## src/rtl/forward_scoreboard.sv

```systemverilog
// Shift-register scoreboard of in-flight destination tags. Resolves the youngest
// producer for each decode source operand and flags load-use hazards.
module forward_scoreboard #(
  parameter int REG_W        = 3,
  parameter int NUM_SRC      = 3,
  parameter int DEPTH        = 3,
  parameter int LOAD_READY   = 2,
  parameter int FLUSH_STAGES = 1
) (
  input  logic                                   clk,
  input  logic                                   reset,
  input  logic                                   advance,
  input  logic                                   flush,
  input  logic                                   issue_valid,
  input  logic                                   issue_regwrite,
  input  logic                                   issue_is_load,
  input  logic [REG_W-1:0]                       issue_dr,
  input  logic [NUM_SRC-1:0]                     src_valid,
  input  logic [NUM_SRC*REG_W-1:0]               src_reg,
  output logic [NUM_SRC*$clog2(DEPTH+1)-1:0]     fwd_sel,
  output logic                                   load_use_stall,
  output logic [$clog2(DEPTH+1)-1:0]             inflight,
  output logic [15:0]                            stall_count
);

  localparam int SEL_W = $clog2(DEPTH+1);

  logic [DEPTH-1:0] ent_valid;
  logic [DEPTH-1:0] ent_regwrite;
  logic [DEPTH-1:0] ent_is_load;
  logic [REG_W-1:0] ent_dr [DEPTH];

  logic [SEL_W-1:0]   cand_sel [NUM_SRC];
  logic [NUM_SRC-1:0] src_hazard;

  // Scan oldest to youngest so the youngest matching producer is the last write.
  always_comb begin
    for (int s = 0; s < NUM_SRC; s++) begin
      cand_sel[s]   = '0;
      src_hazard[s] = 1'b0;
      for (int i = DEPTH-1; i >= 0; i--) begin
        if (src_valid[s] && ent_valid[i] && ent_regwrite[i] &&
            (ent_dr[i] == src_reg[s*REG_W +: REG_W])) begin
          cand_sel[s]   = SEL_W'(i + 1);
          src_hazard[s] = ent_is_load[i] && ((i + 1) < LOAD_READY);
        end
      end
    end
  end

  assign load_use_stall = |src_hazard;

  always_comb begin
    inflight = '0;
    for (int i = 0; i < DEPTH; i++) begin
      if (ent_valid[i] && ent_regwrite[i]) inflight = inflight + SEL_W'(1);
    end
  end

  always_ff @(posedge clk) begin
    if (reset) begin
      ent_valid    <= '0;
      ent_regwrite <= '0;
      ent_is_load  <= '0;
      for (int i = 0; i < DEPTH; i++) ent_dr[i] <= '0;
      fwd_sel      <= '0;
      stall_count  <= '0;
    end else if (advance) begin
      for (int i = DEPTH-1; i > 0; i--) begin
        ent_valid[i]    <= ent_valid[i-1];
        ent_regwrite[i] <= ent_regwrite[i-1];
        ent_is_load[i]  <= ent_is_load[i-1];
        ent_dr[i]       <= ent_dr[i-1];
      end
      // A flushed or stalled decode slot enters the pipe as a bubble.
      if (flush || load_use_stall) begin
        ent_valid[0]    <= 1'b0;
        ent_regwrite[0] <= 1'b0;
        ent_is_load[0]  <= 1'b0;
        ent_dr[0]       <= '0;
      end else begin
        ent_valid[0]    <= issue_valid;
        ent_regwrite[0] <= issue_regwrite;
        ent_is_load[0]  <= issue_is_load;
        ent_dr[0]       <= issue_dr;
      end
      if (flush) begin
        for (int i = 1; i < FLUSH_STAGES; i++) begin
          if (i < DEPTH) ent_valid[i] <= 1'b0;
        end
      end
      for (int s = 0; s < NUM_SRC; s++) begin
        fwd_sel[s*SEL_W +: SEL_W] <= (flush || load_use_stall) ? '0 : cand_sel[s];
      end
      if (load_use_stall && !flush && (stall_count != 16'hFFFF))
        stall_count <= stall_count + 16'd1;
    end
  end

endmodule

```

## config.mk

```make
export PLATFORM = sky130hd
export DESIGN_NAME = forward_scoreboard
export DESIGN_NICKNAME = d
export VERILOG_FILES = /design/src/rtl/forward_scoreboard.sv
export SDC_FILE = /design/constraint.sdc
export NUM_CORES = 1
export LEC_CHECK = 0
export BUFFER_PORTS_ARGS = -buffer_cell sky130_fd_sc_hd__buf_2
export CELL_PAD_IN_SITES_DETAIL_PLACEMENT = 1
export CELL_PAD_IN_SITES_GLOBAL_PLACEMENT = 1
export CORE_UTILIZATION = 34
export CTS_CLUSTER_SIZE = 24
export DETAILED_ROUTE_END_ITERATION = 12
export PLACE_DENSITY_LB_ADDON = 0.1
export SYNTH_ARGS = -nofsm -noshare
export SYNTH_HDL_FRONTEND = slang
export SYNTH_SLANG_ARGS = --single-unit
```

## constraint.sdc

```tcl
create_clock -name clk -period 3.5 [get_ports clk]
set_input_delay 0.175 -clock clk [delete_from_list [all_inputs] [get_ports clk]]
set_output_delay 0.175 -clock clk [all_outputs]
set_load 0.02 [all_outputs]
```

==> flow_summary.toml, run 1 <==
[placement]
io_buffers = 46
place_area_sq_mm = 0.00245
post-dp-hpwl_um = 4360
place_congestion = 0.766

[min_path]
min-delay-start = "issue_is_load"
hp-class = "in -> reg"
hold_depth = 2
hold_path_end = "ent_is_load[0]"

[setup_path]
crit_chain = "xor2_1 > nor4_2 > nor3_2 > buf_4 > nor4_1 > mux2_1"
r2r_end = "stall_count[9]"
cp-start-kind = "register"
critPathMaxFanout = 28
cpLargestDelayFamily = "simple AND/OR/NAND/NOR gates"
reg2reg_slack_ps = 1210
crit_required_ps = 3670
crit_buf_inv = 1
r2r_start = "ent_dr[0][2]"
cp_slowest_stage_delay_ps = 490
worstSetupStartpoint = "ent_dr[0][2]"
path_class = "reg -> reg"
end_kind = "register"
worst-r2r-cell-count = 6
cp_slowest_cell = "edfxtp_1"
critPathArrivalTime_ps = 2460

[floorplanning]
start_util = 0.358
dieWidth_um = 81.7
core_sq_mm = 0.00603
io-pin-count = 47
fp.dieH_um = 81.7
rows = 28
die-area_sq_mm = 0.00667

[clock_tree]
tritoncts = "yes"
path_clk_slew_ps = 80
clk_latency_ps = 280
cts_setup_buffers = 0
ctsHoldBuffers = 0
cts_max_path_buffers = 2
htree_levels = 2
clock_sinks = 38
cts_root_buffer = "clkbuf_8"
cts_inserted_buffers = 5
cts_resized = 0

[logic_synthesis]
seq_area_frac_synth = 0.394
synth_top_area_cell = "dfxtp_1"
synth-main-ff-cell = "dfxtp_1"
synth_area_leaders = "dfxtp_1 (27%), edfxtp_1 (13%), xor2_1 (11%)"
synth_cell_types = 39
syn_nets = 257
yosys_warnings = 0
avgSynthCellArea_sq_um = 9.30
yosysTopAreaCellShare = 0.269
synth_edf_count = 9
syn_inst = 232
ys_ff_latch = 38
synth_area_sq_mm = 0.00216
synthArstFlopShare = 0

[cells_and_area]
finalNetCount = 304
drive_gt1_frac = 0.232
antenna_cells = 0
area_delta_synth_final_pct = 18.7
fin_area_sq_mm = 0.00256
fillers = 730
mostFrequentLayoutCells = "buf_2 (46), dfxtp_1 (29), xor2_1 (26), nand2_1 (17), nor2_1 (15)"
mostFrequentLayoutCell = "buf_2"

[detailed_routing]
post_drt_wl_per_cell_um = 15.8
vias = 1871
antenna_left = 0
drt-pass1-iter-count = 4
drt_iter0_markers = 87
drcViolationCount = 0
drt-vias-per-instance = 5.27
wirelength_um = 5620

[timing]
skew_ps = 3.92
worst_pin_slew_ps = 495
min_period_ps = 2290
rsz0062_at_grt = "false"
hold_slack_ps = 102
final-setup-viol-count = 0
slew_headroom = 0.668
hold_viol = 0
min_period_over_period = 0.654
drv_slew = 0
fmax_ghz = 0.437
tns_ps = 0

[power_and_ir_drop]
p_int_w = 0.000698
p_sw_frac = 0.234
p_clk_frac = 0.402
ir_drop_uv = 196
p_leak_nw = 1.07
seq_power_share = 0.518
cellPowerDensity_mw_per_mm2 = 356
switchingPower_w = 0.000214
p_total_w = 0.000912
pwr-share-comb = 0.080

[global_routing]
grt_pass1_vias = 1807
antenna_found_initial = 0
gr-total-overflow = 0
grt_max_degree = 29
grt_use_total = 0.188
grt_pass1_wl_um = 9460

[run_status]
status = "finished clean"

[flow_run]
drv_cap = 0
## power by group through the flow
stage	combinational (W)	sequential (W)	clock (W)
2_1_floorplan	0.0000456	0.000478	0
3_3_place_gp	0.0000717	0.000482	0
3_5_place_dp	0.0000736	0.000484	0
4_1_cts	0.0000740	0.000473	0.000384
5_1_grt	0.0000815	0.000474	0.000403
6_report	0.0000728	0.000473	0.000367
## per-layer routing
metal | share of wire | GRT usage | vias up
met4 | 0.0048 | 0.0421 | 0
met5 | 0 | 0 | -
met2 | 0.45 | 0.281 | 28
met1 | 0.52 | 0.277 | 892
met3 | 0.030 | 0.0333 | 2
li1 | - | - | 949
## cell usage after synthesis (4+ instances only)
cell type  number
a21oi_1        13
and2_1          9
clkbuf_1        5
dfxtp_1        29
edfxtp_1        9
inv_1           6
mux2_1          5
mux2i_1         4
nand2_1        17
nand3_1        12
nand4_1         6
nor2_1         15
nor2b_1         8
nor4_1         10
o21ai_0         4
o31ai_1        11
or4_1           8
xor2_1         26
## worst register-to-register path, delay by kind of cell (launching register included)
family / cells / cell delay (ps)
and+or+nand+nor: 3 / 880
DFF: 1 / 490
muxes: 1 / 360
buffers and inverters: 1 / 230
xor gates and xnor gates: 1 / 210
## per-stage QoR
stage,instances,util,setup WS [ps]
finish,355,0.425,1210
global route,355,0.425,1040
CTS,355,0.425,1200
detailed placement,347,0.407,1210
global placement,347,0.407,1330
floorplan,232,-,1460
## cell families after synthesis
logic type | after synthesis | share of synthesized area
fa+ha+maj | 3 | 0.0174
buf+inv | 15 | 0.0342
compound gates | 38 | 0.117
simple gates | 100 | 0.273
flops | 38 | 0.394
xor+xnor | 28 | 0.114
mux | 10 | 0.0499
## final cells by class
cell class	count	area (sq um)	share of cell area
multi-input cells	179	1230	0.481
repair buffers	49	253	0.0987
inverters	6	22.5	0.00879
clock buffers	5	68.8	0.0269
well taps	75	93.8	0.0366
flip-flops and latches	38	851	0.332
clock inverters	3	40.0	0.0156
## state kept, by name, indices dropped and copies added (netlist names)
register / count
fwd_sel: 6
ent_valid: 3
stall_count: 16
ent_regwrite: 3
ent_is_load: 1
ent_dr: 9
## how the worst max path moves through the flow
stage | endpoint | slack, ps | cells past startpoint
3_3_place_gp | stall_count[12] | 1330 | 6
5_1_grt | stall_count[9] | 1040 | 6
6_report | stall_count[9] | 1210 | 6
4_1_cts | stall_count[12] | 1200 | 6
2_1_floorplan | stall_count[4] | 1460 | 6
3_5_place_dp | stall_count[12] | 1210 | 6
(Power assumes the default switching activity.)
==> run 2, diff against run 1 <==
clock period = 2.23 ns   (was 3.5 ns; I/O delays follow)
==> run 2 against run 1 <==
Clock skew down 1.4 ps; combinational power increased by 63%; first-iteration DRC count is 36% lower; largest power group unchanged; global-route usage shrank 0.25 points; fmax rose by 8.3%; critical endpoint is now stall_count[12].
==> flow_summary.toml, run 2 (synthesis results as in run 1) <==
[detailed_routing]
wirelength_um = 5910
post_drt_wl_per_cell_um = 16.2
drt-pass1-iter-count = 4
drcViolationCount = 0
vias = 1913
drt-vias-per-instance = 5.26
antenna_left = 0
drt_iter0_markers = 56

[power_and_ir_drop]
cellPowerDensity_mw_per_mm2 = 540
p_leak_nw = 1.12
p_total_w = 0.00143
ir_drop_uv = 291

[cells_and_area]
finalNetCount = 313
drive_gt1_frac = 0.263
largest_reg_flops = 16
area_delta_synth_final_pct = 23.0
antenna_cells = 0
fillers = 742
reg.largest.list = "stall_count (16), ent_dr (9), fwd_sel (6)"
regMostFlops = "stall_count"
mostFrequentLayoutCells = "buf_2 (46), dfxtp_1 (29), xor2_1 (26), nand2_1 (17), nor2_1 (15)"
mostFrequentLayoutCell = "buf_2"

[timing]
min_period_ps = 2110
min_period_over_period = 0.948
drv_slew = 0
final-setup-viol-count = 0
slew_headroom = 0.462
hold_viol = 0
skew_ps = 2.50
hold_slack_ps = 32.4
worst_pin_slew_ps = 804
fmax_ghz = 0.473
rsz0062_at_grt = "false"
tns_ps = 0

[min_path]
min-delay-start = "issue_is_load"
hold_depth = 2
hp-class = "in -> reg"
hold_path_end = "ent_is_load[0]"

[setup_path]
crit_chain = "xor2_1 > nor4_2 > nor3_2 > buf_12 > nor4_1 > mux2_1"
cp_slowest_stage_delay_ps = 480
cp_slowest_cell = "edfxtp_1"
cp-start-kind = "register"
critPathMaxFanout = 28
path_depth = 6
worst-r2r-cell-count = 6
cpLargestDelayFamily = "simple AND/OR/NAND/NOR gates"
crit_buf_inv = 1
r2r_start = "ent_dr[0][2]"
end_kind = "register"
r2r_end = "stall_count[12]"
crit_required_ps = 2400
critPathArrivalTime_ps = 2290
reg2reg_slack_ps = 120
path_class = "reg -> reg"

[placement]
post-dp-hpwl_um = 4440
place_congestion = 0.794
io_buffers = 46

[clock_tree]
path_clk_slew_ps = 80
tritoncts = "yes"
htree_levels = 2
cts_inserted_buffers = 5
clk_latency_ps = 280
clock_sinks = 38
cts_root_buffer = "clkbuf_8"
cts_max_path_buffers = 2

[floorplanning]
die-area_sq_mm = 0.00667
io-pin-count = 47
rows = 28
fp.dieH_um = 81.7
core_sq_mm = 0.00603
start_util = 0.358
dieWidth_um = 81.7

[global_routing]
grt_pass1_wl_um = 9260
antenna_found_initial = 0
grt_max_degree = 29
gr-total-overflow = 0
grt_pass1_vias = 1802
grt_use_total = 0.185

[flow_run]
drv_cap = 0

[run_status]
status = "finished clean"
run 2: changes by cell type in the layout (fill, tap and decap cells not counted):
cell / delta
nor4_1: -2
nor4_2: +2
buf_4: +8
buf_12: +1
run 2: what timing repair did:
item	CTS	global route
hold endpoints to repair	0	0
buffers inserted	0	2
hold buffers	0	0
endpoints found under the setup margin	0	7
resized for setup	0	2
run 2: how the worst max path moves through the flow:
stage,slack (ps),end,from
6_report,120,stall_count[12],ent_dr[0][2]
5_1_grt,4,stall_count[12],ent_dr[0][2]
4_1_cts,60,stall_count[12],ent_dr[0][2]
3_5_place_dp,70,stall_count[12],ent_dr[0][2]
3_3_place_gp,150,stall_count[12],ent_dr[0][2]
2_1_floorplan,190,stall_count[4],ent_dr[0][2]
run 2: area by class of cell:
type	count	area, sq um	share of cell area
clock buffers	5	68.8	0.0259
clock inverters	3	40.0	0.0151
inverters	6	22.5	0.00849
multi-input cells	179	1240	0.469
flip-flops and latches	38	851	0.321
well taps	75	93.8	0.0354
repair buffers	58	333	0.125
run 2: where the power goes:
part	total (W)	internal [W]	leakage, nW	switching (W)
logic	0.000119	0.0000492	0.728	0.0000701
clock network	0.000574	0.000329	0.0579	0.000245
registers	0.000741	0.000719	0.333	0.0000215
run 2: metal layers:
layer,routed length [um],vias to the layer above,track usage
met5,0,-,0
met4,27,0,0.0456
met3,206,2,0.0356
met2,2630,37,0.282
met1,3040,910,0.267
li1,-,964,-
run 2: stage by stage:
step | utilization | cell area [sq um] | cells | setup WS, ps
final | 0.440 | 2650 | 364 | 115
after global routing | 0.440 | 2650 | 364 | 4.02
after CTS | 0.436 | 2630 | 362 | 61.9
after detailed placement | 0.418 | 2520 | 354 | 69.1
after global placement | 0.418 | 2520 | 354 | 151
after floorplan | - | 2160 | 232 | 187
==> run 3, diff against run 2 <==
CORE_UTILIZATION = 41   (was 34)
==> run 3 against run 2 <==
Worst hold slack lost 4.8 ps; critical path depth stayed put; wire length decreased by 4.0%; clock skew up 3.2 ps; global-route usage is 3.4 points higher; power is 7.9% lower; critical endpoint is now stall_count[9]; largest power group unchanged.
==> flow_summary.toml, run 3 (synthesis results as in run 1) <==
[run_status]
status = "finished clean"

[timing]
tns_ps = 0
final-setup-viol-count = 0
setup_slack_ps = 131
hold_viol = 0
worst_pin_slew_ps = 792
hold_slack_ps = 27.6
slew_headroom = 0.470
drv_slew = 0
min_period_over_period = 0.941
rsz0062_at_grt = "false"
min_period_ps = 2100
fmax_ghz = 0.476
skew_ps = 5.72

[setup_path]
path_class = "reg -> reg"
critPathMaxFanout = 28
crit_chain = "xor2_1 > nor4_2 > nor3_2 > buf_12 > nor4_1 > mux2_1"
crit_buf_inv = 1
worst-r2r-cell-count = 6
reg2reg_slack_ps = 130
cpLargestDelayFamily = "simple AND/OR/NAND/NOR gates"
cp-start-kind = "register"
crit_required_ps = 2410
cp_slowest_stage_delay_ps = 460
end_kind = "register"
critPathArrivalTime_ps = 2280
cp_slowest_cell = "edfxtp_1"
path_depth = 6

[floorplanning]
fp.dieH_um = 74.5
start_util = 0.425
rows = 26
io-pin-count = 47
dieWidth_um = 74.5
die-area_sq_mm = 0.00556
core_sq_mm = 0.00507

[power_and_ir_drop]
p_sw_frac = 0.250
pwr-share-comb = 0.088
p_leak_nw = 1.11
p_total_w = 0.00132
seq_power_share = 0.561
cellPowerDensity_mw_per_mm2 = 503
switchingPower_w = 0.000330
p_clk_frac = 0.351
p_int_w = 0.000990
ir_drop_uv = 271

[global_routing]
gr-total-overflow = 0
grt_use_total = 0.219
antenna_found_initial = 0
grt_pass1_wl_um = 9200
grt_max_degree = 29
grt_pass1_vias = 1840

[cells_and_area]
antenna_cells = 0
area_delta_synth_final_pct = 21.8
finalNetCount = 314
mostFrequentLayoutCell = "buf_2"
mostFrequentLayoutCells = "buf_2 (46), dfxtp_1 (29), xor2_1 (26), nand2_1 (17), nor2_1 (14)"
regMostFlops = "stall_count"
drive_gt1_frac = 0.259
largest_reg_flops = 16
reg.largest.list = "stall_count (16), ent_dr (9), fwd_sel (6)"

[clock_tree]
clk_latency_ps = 290
cts_root_buffer = "clkbuf_8"
cts_max_path_buffers = 2
htree_levels = 2
clock_sinks = 38
tritoncts = "yes"
ctsHoldBuffers = 0
path_clk_slew_ps = 70
cts_inserted_buffers = 5

[detailed_routing]
vias = 1904
post_drt_wl_per_cell_um = 15.7
drt-vias-per-instance = 5.29
antenna_left = 0
drcViolationCount = 0
drt_iter0_markers = 53
drt-pass1-iter-count = 4
wirelength_um = 5670

[placement]
place_congestion = 0.844
pre_cts_ws_ps = 101
post-dp-hpwl_um = 4310
io_buffers = 46

[flow_run]
drv_cap = 0

[min_path]
hold_depth = 2
hp-class = "in -> reg"
run 3: cell types whose count changed in the layout (fill, tap and decap cells not counted), sizes merged:
cell | before | now
clkinv | 2 | 0
bufinv | 1 | 0
buf | 58 | 59
clkbuf | 5 | 8
run 3: layout make-up:
cell class | instances | area [sq um]
clock buffer | 8 | 80.1
inverter | 6 | 22.5
tap | 70 | 87.6
fill | 631 | 2450
sequential | 38 | 851
timing repair buffer | 59 | 340
multi-input combinational | 179 | 1240
run 3: metrics by stage:
stage,cells,cell area [sq um],utilization
final,360,2630,0.518
after global routing,360,2630,0.518
after CTS,359,2610,0.514
after detailed placement,351,2530,0.498
after global placement,351,2530,0.498
after floorplan,232,2160,-
run 3: worst paths after layout:
kind                       start              end
setup / recovery    ent_dr[0][2]   stall_count[9]
hold / removal    issue_regwrite  ent_regwrite[0]
setup reg to reg    ent_dr[0][2]   stall_count[9]
hold reg to reg       fwd_sel[5]       fwd_sel[5]
run 3: repair_timing:
| action | 4_1_cts | 5_1_grt |
|---|---|---|
| endpoints found under the hold margin | 0 | 0 |
| gates resized for setup | 0 | 3 |
| endpoints found under the setup margin | 0 | 13 |
| buffers inserted | 0 | 1 |
run 3: power groups by stage:
| stage | clock, W | sequential (W) | combinational (W) |
|---|---|---|---|
| after floorplan | 0 | 0.000750 | 0.0000715 |
| after global placement | 0 | 0.000755 | 0.000113 |
| after detailed placement | 0 | 0.000757 | 0.000117 |
| after CTS | 0.000473 | 0.000741 | 0.000118 |
| after global routing | 0.000498 | 0.000743 | 0.000131 |
| final | 0.000463 | 0.000740 | 0.000116 |
run 3: routing by layer:
metal	vias to the layer above	GRT usage	routed length, um
met3	4	0.0474	171
met4	0	0.0524	39
met5	-	0	0
li1	965	-	-
met1	903	0.315	2910
met2	32	0.333	2540
run 3: worst register-to-register path, cell delays in order (launching register included):
cell      delay (ps)
edfxtp_1         460
xor2_1           200
nor4_2           370
nor3_2           120
buf_12           170
nor4_1           330
mux2_1           340
